===== src/rtl/uart_rx_os16.sv =====
// UART receive end with an internal 16x oversampling tick on a single system clock.
// Frame format: start bit, Data_length data bits LSB first, optional parity bit, one stop bit.
module uart_rx_os16 #(
   parameter int unsigned Data_length = 8,
   parameter int unsigned parity_en   = 0,
   parameter int unsigned CLK_DIV     = 4
) (
   input  logic                   rx_clk,
   input  logic                   rst,
   input  logic                   serialdata_in,
   input  logic                   parity_type,
   output logic [Data_length-1:0] parallel_dataout,
   output logic                   rx_done,
   output logic                   parity_error,
   output logic                   frame_error,
   output logic                   busy
);

   localparam int unsigned DivW = (CLK_DIV > 1) ? $clog2(CLK_DIV) : 1;
   localparam logic [DivW-1:0] DivLast = DivW'(CLK_DIV - 1);
   localparam logic [2:0] BitLast = 3'(Data_length - 1);

   typedef enum logic [2:0] {StIdle, StStart, StData, StParity, StStop, StWaitHigh} state_e;

   state_e                 state_q, state_d;
   logic                   sync1_q, sync2_q, prev_q;
   logic [DivW-1:0]        div_q, div_d;
   logic [3:0]             tcnt_q, tcnt_d;
   logic [2:0]             bit_q, bit_d;
   logic [Data_length-1:0] shift_q, shift_d;
   logic                   par_q, par_d;
   logic [Data_length-1:0] dout_q, dout_d;
   logic                   done_q, done_d;
   logic                   perr_q, perr_d;
   logic                   ferr_q, ferr_d;
   logic                   line, tick, mid_bit;

   assign line    = sync2_q;
   assign tick    = (state_q != StIdle) && (div_q == DivLast);
   assign mid_bit = tick && (tcnt_q == 4'd15);

   always_comb begin
      state_d = state_q;
      div_d   = div_q;
      tcnt_d  = tcnt_q;
      bit_d   = bit_q;
      shift_d = shift_q;
      par_d   = par_q;
      dout_d  = dout_q;
      done_d  = 1'b0;
      perr_d  = perr_q;
      ferr_d  = ferr_q;

      // The divider only runs while a frame is in progress.
      if (state_q != StIdle) begin
         div_d = tick ? '0 : div_q + 1'b1;
         if (tick) tcnt_d = tcnt_q + 4'd1;
      end

      unique case (state_q)
         StIdle: begin
            if (prev_q && !line) begin
               state_d = StStart;
               div_d   = '0;
               tcnt_d  = '0;
               bit_d   = '0;
            end
         end
         StStart: begin
            if (tick && tcnt_q == 4'd7) begin
               tcnt_d  = '0;
               state_d = line ? StIdle : StData;
            end
         end
         StData: begin
            if (mid_bit) begin
               shift_d = {line, shift_q[Data_length-1:1]};
               if (bit_q == BitLast) begin
                  bit_d   = '0;
                  state_d = (parity_en != 0) ? StParity : StStop;
               end else begin
                  bit_d = bit_q + 3'd1;
               end
            end
         end
         StParity: begin
            if (mid_bit) begin
               par_d   = (^shift_q) ^ line ^ parity_type;
               state_d = StStop;
            end
         end
         StStop: begin
            if (mid_bit) begin
               dout_d  = shift_q;
               done_d  = 1'b1;
               perr_d  = (parity_en != 0) ? par_q : 1'b0;
               ferr_d  = !line;
               state_d = line ? StIdle : StWaitHigh;
            end
         end
         StWaitHigh: begin
            if (line) state_d = StIdle;
         end
         default: state_d = StIdle;
      endcase
   end

   always_ff @(posedge rx_clk) begin
      if (rst) begin
         sync1_q <= 1'b1;
         sync2_q <= 1'b1;
         prev_q  <= 1'b1;
         state_q <= StIdle;
         div_q   <= '0;
         tcnt_q  <= '0;
         bit_q   <= '0;
         shift_q <= '0;
         par_q   <= 1'b0;
         dout_q  <= '0;
         done_q  <= 1'b0;
         perr_q  <= 1'b0;
         ferr_q  <= 1'b0;
      end else begin
         sync1_q <= serialdata_in;
         sync2_q <= sync1_q;
         prev_q  <= sync2_q;
         state_q <= state_d;
         div_q   <= div_d;
         tcnt_q  <= tcnt_d;
         bit_q   <= bit_d;
         shift_q <= shift_d;
         par_q   <= par_d;
         dout_q  <= dout_d;
         done_q  <= done_d;
         perr_q  <= perr_d;
         ferr_q  <= ferr_d;
      end
   end

   assign parallel_dataout = dout_q;
   assign rx_done          = done_q;
   assign parity_error     = perr_q;
   assign frame_error      = ferr_q;
   assign busy             = (state_q != StIdle);

endmodule


===== config.mk =====
export PLATFORM = sky130hd
export DESIGN_NAME = uart_rx_os16
export DESIGN_NICKNAME = d
export VERILOG_FILES = /design/src/rtl/uart_rx_os16.sv
export SDC_FILE = /design/constraint.sdc
export NUM_CORES = 1
export LEC_CHECK = 0
export CORE_ASPECT_RATIO = 0.8
export CORE_UTILIZATION = 49
export CTS_CLUSTER_SIZE = 14
export DETAILED_ROUTE_END_ITERATION = 8
export PLACE_DENSITY = 0.74
export SLEW_MARGIN = 10
export SYNTH_ARGS = -nofsm -noshare
export SYNTH_HDL_FRONTEND = slang
export SYNTH_SLANG_ARGS = --single-unit

===== constraint.sdc =====
create_clock -name rx_clk -period 1.65 [get_ports rx_clk]
set_input_delay 0.165 -clock rx_clk [delete_from_list [all_inputs] [get_ports rx_clk]]
set_output_delay 0.165 -clock rx_clk [all_outputs]
set_load 0.02 [all_outputs]

==> results by group, run 1 <==
Finish
  – Layout area overhead: 34.5%
  – Nets: 202
  – Share of layout cells above drive strength 1: 29.2%
  – Number of antenna diodes: 0
  – Final core occ: 70.2%
  – Final Non-Filler Cells: 233

Pwr
  – PD cells: 982 mW/mm²
  – Total chip power: 1.92 mW
  – Static leakage: 0.739 nW
  – Peak supply drop: 0.000654 V

Placed design
  – Routability Congestion: 0.871
  – HPWL Detailed: 2230 µm
  – Placed cells: 220
  – Pre-CTS WS: -6.19 ps
  – IO Port Bufs: 13

Route
  – Routed wire per std cell: 15.5 µm
  – Metal2 WL: 1790 µm
  – M1 WL: 1590 µm
  – Antenna viol nets, final: 0
  – Routed vias: 1,346
  – Met3 wire len: 189 µm
  – Vias per Instance: 5.78
  – Post-Route WL: 3600 µm
  – Iteration-0 DRC Markers: 90
  – Top Layer Used: met4
  – DRC viols: 0
  – Initial DRT Pass Iterations: 4

STA
  – Fin crit period: 1670 ps
  – Setup ws final: -24.0 ps
  – RSZ-0062 raised after global routing: true
  – Slew @ Worst Pin: 496 ps
  – Max frequency: 597 MHz
  – Setup TNS: -30.7 ps
  – Period utilization: 101%
  – Final hold vios: 0
  – Clock skew: 4.94 ps
  – Slew headroom: 66.9%
  – Final setup viols: 2
  – Slew Viols, Final: 0

Floorplanning
  – Initial Util: 52.2%
  – Die area: 0.00319 mm²
  – Row count: 17
  – Die height: 50.7 µm
  – Io pins: 16
  – Core area: 0.00279 mm²
  – DIE WIDTH: 62.9 µm

Critical path
  – Crit path capture type: flip-flop
  – Crit start category: flip-flop
  – Arr. time, crit path: 1890 ps
  – CP required: 1860 ps
  – Worst-path maximum fanout: 10
  – Crit Path Category: reg2reg

Clock network
  – Max Root-Sink Buffers: 2
  – Clk sinks: 33
  – CTS H-Tree Depth: 2
  – CTS tree: done
  – Clk_lat worst skew: 280 ps
  – Hold buffers post-CTS: 0
  – Clk slew on worst S/H paths: 70 ps
  – CTS Buf Count: 5
  – CTS root buf: clkbuf_8

Global routing
  – Total GRT Usage: 23.0%
  – First-pass GRT wire length: 5500 µm
  – Vias in the first global route: 1,202
  – Largest net degree at the start of global routing: 21
  – Initial antenna violation count: 0
  – Grt ovf: 0

Yosys
  – Syn_nets: 173
  – Post-synth top flop: dfxtp_1
  – Unique masters post-synth: 43
  – Synth area leader: dfxtp_1
  – Synthesized area: 0.00146 mm²
  – Top post-synthesis cells by area: dfxtp_1, nand2_1, mux2i_1
  – Commonest cells in the netlist: dfxtp_1, nand2_1, a21oi_1, nor2_1
  – Top-area cell type share of the netlist area: 45.4%
  – Average size of a mapped cell: 8.82 µm²
  – Syn Inst Count: 165
  – YS warnings: 0
  – Most frequent cell after synthesis: dfxtp_1
  – Async S/R FF share, synth: 0%
  – Seq cells post-synth: 33
  – Sequential-to-total area share from yosys stat: 45.4%
  – Number of synthesized flops with an enable pin: 0

Run status
  – Status: finished with violations
  – Failing checks: setup timing

Flow run
  – Maxcap violations: 0

Worst hold path
  – Min-delay worst type: reg2reg
## worst paths after layout
path	to	slack (ps)	depth (start not counted)	from
worst max-delay path	state_q[2]	-20	5	state_q[1]
worst min-delay path	line	410	1	sync1_q
worst min register to register	line	410	1	sync1_q
worst max register to register	state_q[2]	-20	5	state_q[1]
## worst max-delay path, cell delays in order, from the launching register on
cell and delay (ps):
dfxtp_2 400, buf_4 200, a211o_1 220, o32ai_4 130, or4_4 530, a21oi_2 120
## report_power, final
part | total [mW] | internal [mW] | switching (mW)
registers | 0.833 | 0.817 | 0.0157
clock network | 0.777 | 0.492 | 0.285
logic | 0.312 | 0.136 | 0.176
## cells by family after synthesis
| family | after synthesis | synth area share [%] |
|---|---|---|
| adder cells (fa/ha/maj) | 4 | 3.44 |
| XOR/XNOR | 2 | 1.20 |
| AO/OA/AOI/OAI | 29 | 12.8 |
| AND/OR/NAND/NOR | 75 | 26.7 |
| flip-flops | 33 | 45.4 |
| other | 1 | 0.258 |
| multiplexers | 8 | 5.50 |
| buffers and inverters | 13 | 4.64 |
## layout by cell type (no fill, tap or decap), types with 2 or more instances in the layout
master	n
nand4_1	3
or4_4	2
ha_4	3
or2_2	3
nor3_1	2
clkbuf_8	6
dfxtp_1	25
o31ai_1	2
a21oi_1	13
dfxtp_2	7
nor4_1	4
buf_4	18
a31oi_1	3
mux2i_1	8
o311ai_0	2
nor2_1	13
clkdlybuf4s50_1	12
nand2_1	25
nand3_1	8
inv_1	2
buf_6	2
## repair_timing
item / 4_1_cts / 5_1_grt
endpoints found under the setup margin: 4 / 24
pin swaps: 0 / 9
gates resized for setup: 5 / 29
buffers inserted: 0 / 4
gates cloned: 0 / 1
## per-layer routing
layer | track usage [%] | up-vias
li1 | - | 641
met1 | 27.5 | 654
met2 | 39.1 | 46
met3 | 6.82 | 5
met4 | 8.14 | 0
met5 | 0 | -
## sequential cells by signal, summed over array words and instances, names as in the netlist
name and count:
shift_q 8, line 1, div_q 2, rx_done 1, tcnt_q 4, bit_q 3
sync1_q 1, state_q 3, frame_error 1, prev_q 1, parallel_dataout 8
## per-stage QoR
| stage | hold slack [ps] | cell area, µm² |
|---|---|---|
| after global placement | 400 | 1690 |
| after CTS | 408 | 1830 |
| after detailed placement | 393 | 1690 |
| after global routing | 421 | 1960 |
| final | 407 | 1960 |
| after floorplan | 269 | 1470 |
## area by class of cell
class | count | area, µm²
clock inverter | 1 | 30.0
tap | 38 | 47.5
timing repair buffer | 33 | 283
fill | 197 | 830
inverter | 2 | 7.51
clock buffer | 7 | 86.3
sequential | 33 | 673
multi-input combinational | 119 | 830
Power figures use the tool's default switching activity.
==> inputs of run 2 (changes only) <==
--- a/config.mk
+++ b/config.mk
@@ -5,11 +5,13 @@
 export SDC_FILE = /design/constraint.sdc
 export NUM_CORES = 1
 export LEC_CHECK = 0
+export CELL_PAD_IN_SITES_DETAIL_PLACEMENT = 1
+export CELL_PAD_IN_SITES_GLOBAL_PLACEMENT = 2
 export CORE_ASPECT_RATIO = 0.8
-export CORE_UTILIZATION = 49
+export CORE_UTILIZATION = 30
 export CTS_CLUSTER_SIZE = 14
 export DETAILED_ROUTE_END_ITERATION = 8
-export PLACE_DENSITY = 0.74
+export PLACE_DENSITY_LB_ADDON = 0.1
 export SLEW_MARGIN = 10
 export SYNTH_ARGS = -nofsm -noshare
 export SYNTH_HDL_FRONTEND = slang
==> run 2 against run 1 <==
Effect of this change:
- combinational power decreased by 14%
- the flow now finishes without violations
- total power fell by 7.6%
- sequential power is 0.7% higher
- register-to-register slack gained 60 ps
==> results by group, run 2 (same netlist as run 1, synthesis figures left out) <==
STA
  – Setup ws final: 31.0 ps (+55.0 ps)
  – Max frequency: 618 MHz (+3.4%)
  – Slew Viols, Final: 0 (unchanged)
  – RSZ-0062 raised after global routing: true
  – Period utilization: 98.1% (-3.3 points)
  – Final setup viols: 0 (-2)
  – Setup TNS: 0 ps (+30.7 ps)
  – Clock skew: 3.32 ps (-1.62 ps)
  – Fin crit period: 1620 ps (-55.0 ps)
  – Final hold vios: 0 (unchanged)

Floorplanning
  – Die height: 64.3 µm (+27%)
  – Initial Util: 31.5% (-21 points)
  – Die area: 0.00513 mm² (+61%)
  – Io pins: 16 (unchanged)
  – Row count: 22 (+5)
  – DIE WIDTH: 79.9 µm (+27%)
  – Core area: 0.00462 mm² (+66%)

Worst hold path
  – Min-delay worst type: reg2reg
  – Worst Hold Depth: 1 (unchanged)

Critical path
  – Crit-path cells: ha_4, nand3_2, or4_4, or3_4, a21oi_2
  – WP buf/inv: 0 (-1)
  – Critical Path Stages: 5 (unchanged)
  – CP required: 1860 ps (about the same)
  – Worst R2R Path Depth: 5 (unchanged)
  – Worst path top cell family by delay: simple AND/OR/NAND/NOR gates
  – CP peak stage delay: 490 ps (-40 ps)
  – Arr. time, crit path: 1830 ps (-60 ps)
  – Crit path capture type: flip-flop
  – Crit Path Category: reg2reg
  – Slowest CP cell: or4_4
  – Worst-path maximum fanout: 4 (-6)
  – Crit start category: flip-flop

Finish
  – Layout area overhead: 33.6%
  – Final Non-Filler Cells: 253 (+8.6%)
  – Commonest cells after routing, fill and taps aside: dfxtp_1, nand2_1, buf_4, a21oi_1, nor2_1
  – Final core occ: 42.0% (-28 points)
  – Nets: 200 (-0.99%)
  – Number of antenna diodes: 0 (unchanged)
  – Share of layout cells above drive strength 1: 25.9% (-3.3 points)
  – Commonest non-fill, non-tap cell in the layout: dfxtp_1

Placed design
  – HPWL Detailed: 2600 µm (+17%)
  – Placed cells: 245 (+11%)
  – Routability Congestion: 0.841 (-3.5%)
  – Pre-CTS WS: -14.7 ps (-8.55 ps)
  – IO Port Bufs: 13 (unchanged)

Run status
  – Status: complete, no violations

Route
  – Routed vias: 1,288 (-4.3%)
  – Iteration-0 DRC Markers: 107 (+19%)
  – Routed wire per std cell: 14.5 µm (-5.9%)
  – Initial DRT Pass Iterations: 4 (unchanged)
  – DRC viols: 0 (unchanged)
  – Antenna viol nets, final: 0 (unchanged)
  – Vias per Instance: 5.09 (-12%)
  – Post-Route WL: 3680 µm (+2.1%)

Global routing
  – Vias in the first global route: 1,271 (+5.7%)
  – Initial antenna violation count: 0 (unchanged)
  – Total GRT Usage: 15.8% (-7.1 points)
  – Largest net degree at the start of global routing: 21 (unchanged)
  – Grt ovf: 0 (unchanged)
  – First-pass GRT wire length: 6160 µm (+12%)

Clock network
  – CTS Buf Count: 5 (unchanged)
  – Hold buffers post-CTS: 0 (unchanged)
  – Clk_lat worst skew: 270 ps (about the same)
  – CTS H-Tree Depth: 2 (unchanged)
  – Clk slew on worst S/H paths: 70 ps (about the same)
  – CTS root buf: clkbuf_8
  – Post-CTS Setup Inserts: 0 (unchanged)
  – Clk sinks: 33 (unchanged)
  – CTS tree: done
  – Max Root-Sink Buffers: 2 (unchanged)

Pwr
  – Logic gate share of total power: 15.1% (-1.1 points)
  – Cell-internal power: 1.30 mW (-10%)
  – Sequential power share: 47.2% (+3.9 points)
  – Switch share: 26.8% (+2.0 points)
  – PD cells: 913 mW/mm² (-7.0%)
  – Clock network fraction of total power: 37.7% (-2.7 points)
  – Switching Power: 476 µW (-0.19%)
  – Peak supply drop: 0.000450 V (-31%)
  – Static leakage: 0.714 nW (-3.4%)

Flow run
  – Maxcap violations: 0 (unchanged)
## run 2: worst reg2reg max path: cells and delay by family (launching register included)
kind	cells	cell delay, ps
AO/OA/AOI/OAI	1	110
AND/OR/NAND/NOR	3	910
flip-flops	1	370
adder cells (fa/ha/maj)	1	160
## run 2: final cells by class
cell class                      count  area (µm²)
Fill cell                         544        2680
Multi-Input combinational cell    119         800
Sequential cell                    33         672
Timing Repair Buffer               31         289
Clock buffer                        7        96.3
Tap cell                           60        75.1
Inverter                            2        7.51
Clock inverter                      1        5.00
## run 2: path summary, 6_finish.rpt
kind / slack, ps / to / startpoint
worst max-delay path: 30 / bit_q[0] / div_q[1]
worst min-delay path: 410 / line / sync1_q
worst max register to register: 30 / bit_q[0] / div_q[1]
worst min register to register: 410 / line / sync1_q
## run 2: routing by layer
metal  vias to the layer above  wire [µm]  global-route usage [%]
met5                         -          0                       0
met4                         0          0                    2.68
met3                         0        130                    4.29
met2                        19       1630                    23.7
met1                       630       1920                    22.8
li1                        639          -                       -
## run 2: what timing repair did
action,in CTS,in global routing
pin swaps,0,1
setup endpoints to repair,5,20
resized for setup,5,17
## run 2: power groups by stage
| stage | Combinational, mW | Sequential [mW] | Clock (mW) |
|---|---|---|---|
| 5_1_grt | 0.292 | 0.841 | 0.743 |
| 6_report | 0.268 | 0.839 | 0.670 |
| 3_5_place_dp | 0.261 | 0.850 | 0 |
| 2_1_floorplan | 0.171 | 0.846 | 0 |
| 4_1_cts | 0.266 | 0.835 | 0.703 |
| 3_3_place_gp | 0.255 | 0.847 | 0 |
## run 2: stage by stage
stage / cell area (µm²) / hold slack [ps] / power [mW]
6_report: 1940 / 413 / 1.78
2_1_floorplan: 1470 / 269 / 1.02
4_1_cts: 1890 / 414 / 1.80
3_5_place_dp: 1770 / 397 / 1.11
3_3_place_gp: 1770 / 396 / 1.10
5_1_grt: 1940 / 430 / 1.88
==> inputs of run 3 (changes only) <==
--- a/config.mk
+++ b/config.mk
@@ -7,7 +7,7 @@
 export LEC_CHECK = 0
 export CELL_PAD_IN_SITES_DETAIL_PLACEMENT = 1
 export CELL_PAD_IN_SITES_GLOBAL_PLACEMENT = 2
-export CORE_ASPECT_RATIO = 0.8
+export CORE_ASPECT_RATIO = 1.25
 export CORE_UTILIZATION = 30
 export CTS_CLUSTER_SIZE = 14
 export DETAILED_ROUTE_END_ITERATION = 8
==> run 3 against run 2 <==
Effect of this change:
- utilization rose by 1.1 points
- critical path depth rose by 2
- total power fell by 4.4%
- design area rose by 0.39%
- die area did not move
- via count rose by 1.0%
- hold slack got worse by 4.2 ps
- sequential power barely moved
- critical path type unchanged
- critical endpoint is now state_q[1]
==> results by group, run 3 (same netlist as run 1, synthesis figures left out) <==
STA
  – Clock skew: 6.90 ps (+3.58 ps)
  – Final hold vios: 0 (unchanged)
  – Slew headroom: 66.8%
  – Period utilization: 97.3% (-0.82 points)
  – Final setup viols: 0 (unchanged)
  – Hold Slack: 408 ps (-4.25 ps)
  – Slew Viols, Final: 0 (unchanged)
  – RSZ-0062 raised after global routing: true
  – Fin crit period: 1610 ps (-13.5 ps)
  – Max frequency: 623 MHz (+0.84%)
  – Slew @ Worst Pin: 496 ps
  – Setup ws final: 44.5 ps (+13.5 ps)

Critical path
  – Slowest CP cell: dfxtp_4
  – CP required: 1820 ps (-40 ps)
  – Worst path top cell family by delay: simple AND/OR/NAND/NOR gates
  – CP peak stage delay: 370 ps (-120 ps)
  – WP buf/inv: 2 (+2)
  – Worst-path maximum fanout: 3 (-1)
  – Crit Path Category: reg2reg
  – Crit start category: flip-flop
  – Arr. time, crit path: 1770 ps (-60 ps)
  – Crit-path cells: ha_4, buf_4, nand2_1, buf_4, and3_1, o311ai_1, nand2_1
  – Crit path capture type: flip-flop

Floorplanning
  – Die height: 79.9 µm (+24%)
  – Initial Util: 32.1% (+0.68 points)
  – Row count: 27 (+23%)
  – Core area: 0.00453 mm² (-2.1%)
  – DIE WIDTH: 64.3 µm (-20%)
  – Die area: 0.00513 mm² (unchanged)
  – Io pins: 16 (unchanged)

Clock network
  – CTS H-Tree Depth: 2 (unchanged)
  – Clk slew on worst S/H paths: 60 ps (about the same)
  – Clk sinks: 33 (unchanged)
  – Clk_lat worst skew: 290 ps (+20 ps)
  – CTS root buf: clkbuf_8
  – Max Root-Sink Buffers: 2 (unchanged)
  – Post-CTS Setup Inserts: 0 (unchanged)
  – CTS tree: done
  – CTS Buf Count: 5 (unchanged)

Finish
  – Fin area: 0.00195 mm² (+0.39%)
  – Fill cell count: 547 (+0.55%)
  – Multi-input gate area: 791 µm² (-1.1%)
  – Final core occ: 43.1% (+1.1 points)
  – Register area: 669 µm² (-0.37%)
  – Commonest cells after routing, fill and taps aside: dfxtp_1, nand2_1, buf_4, a21oi_1, nor2_1
  – Number of antenna diodes: 0 (unchanged)
  – Commonest non-fill, non-tap cell in the layout: dfxtp_1
  – Share of layout cells above drive strength 1: 27.0% (+1.1 points)
  – Nets: 207 (+3.5%)
  – Layout area overhead: 34.1%

Route
  – DRC viols: 0 (unchanged)
  – Top Layer Used: met4
  – Routed wire per std cell: 14.3 µm (-1.5%)
  – Antenna viol nets, final: 0 (unchanged)
  – Met3 wire len: 103 µm (-21%)
  – Iteration-0 DRC Markers: 23 (-79%)
  – Vias per Instance: 5.04 (-0.95%)
  – Initial DRT Pass Iterations: 4 (unchanged)
  – M1 WL: 1550 µm (-20%)
  – Metal2 WL: 1970 µm (+21%)
  – Routed vias: 1,301 (+1.0%)
  – Post-Route WL: 3700 µm (+0.46%)

Global routing
  – First-pass GRT wire length: 6040 µm (-1.9%)
  – Vias in the first global route: 1,245 (-2.0%)
  – Total GRT Usage: 15.8% (-0.066 points)
  – Grt ovf: 0 (unchanged)
  – Initial antenna violation count: 0 (unchanged)
  – Largest net degree at the start of global routing: 17 (-19%)

Pwr
  – Peak supply drop: 0.000521 V (+16%)
  – PD cells: 870 mW/mm² (-4.8%)
  – Total chip power: 1.70 mW (-4.4%)
  – Static leakage: 0.742 nW (+3.9%)

Placed design
  – Placed Area: 0.00181 mm² (+2.1%)
  – IO Port Bufs: 13 (unchanged)
  – Pre-CTS WS: -64.5 ps (-49.8 ps)
  – Routability Congestion: 0.810 (-3.6%)
  – HPWL Detailed: 2730 µm (+4.8%)

Flow run
  – Maxcap violations: 0 (unchanged)

Run status
  – Status: complete, no violations

Worst hold path
  – Min-delay worst type: reg2reg
-- run 3: area by class of cell --
cell class              count  area share (%)
multi-input cells         119            40.5
flip-flops and latches     33            34.3
repair buffers             38            16.9
clock buffers               6            3.72
well taps                  58            3.72
clock inverters             2           0.513
inverters                   2           0.385
-- run 3: power by group --
| group | switching (mW) | internal [mW] | leakage [nW] |
|---|---|---|---|
| Sequential | 0.0176 | 0.821 | 0.269 |
| Combinational | 0.168 | 0.112 | 0.427 |
| Clock | 0.288 | 0.292 | 0.0450 |
| Total | 0.473 | 1.22 | 0.742 |
-- run 3: path summary, 6_finish.rpt --
path	startpoint	end	slack [ps]	depth (start not counted)
setup / recovery	div_q[0]	state_q[1]	40	7
hold / removal	sync1_q	line	410	1
setup reg to reg	div_q[0]	state_q[1]	40	7
hold reg to reg	sync1_q	line	410	1
-- run 3: timing repair --
action | 4_1_cts | 5_1_grt
pin swaps | 1 | 2
resized for setup | 8 | 12
endpoints found under the setup margin | 14 | 20
hold buffers | 0 | 0
gates cloned | 0 | 0
-- run 3: metrics by stage --
step                      setup TNS (ps)  instances
final                                  0        258
after global placement                 0        250
after CTS                              0        258
after detailed placement            -198        250
after floorplan                        0        165
after global routing               -42.9        258
-- run 3: metal layers --
metal  track usage [%]  vias up
li1                  -      647
met1              17.4      631
met2              27.6       17
met3              4.14        6
met4              8.00        0
met5                 0        -
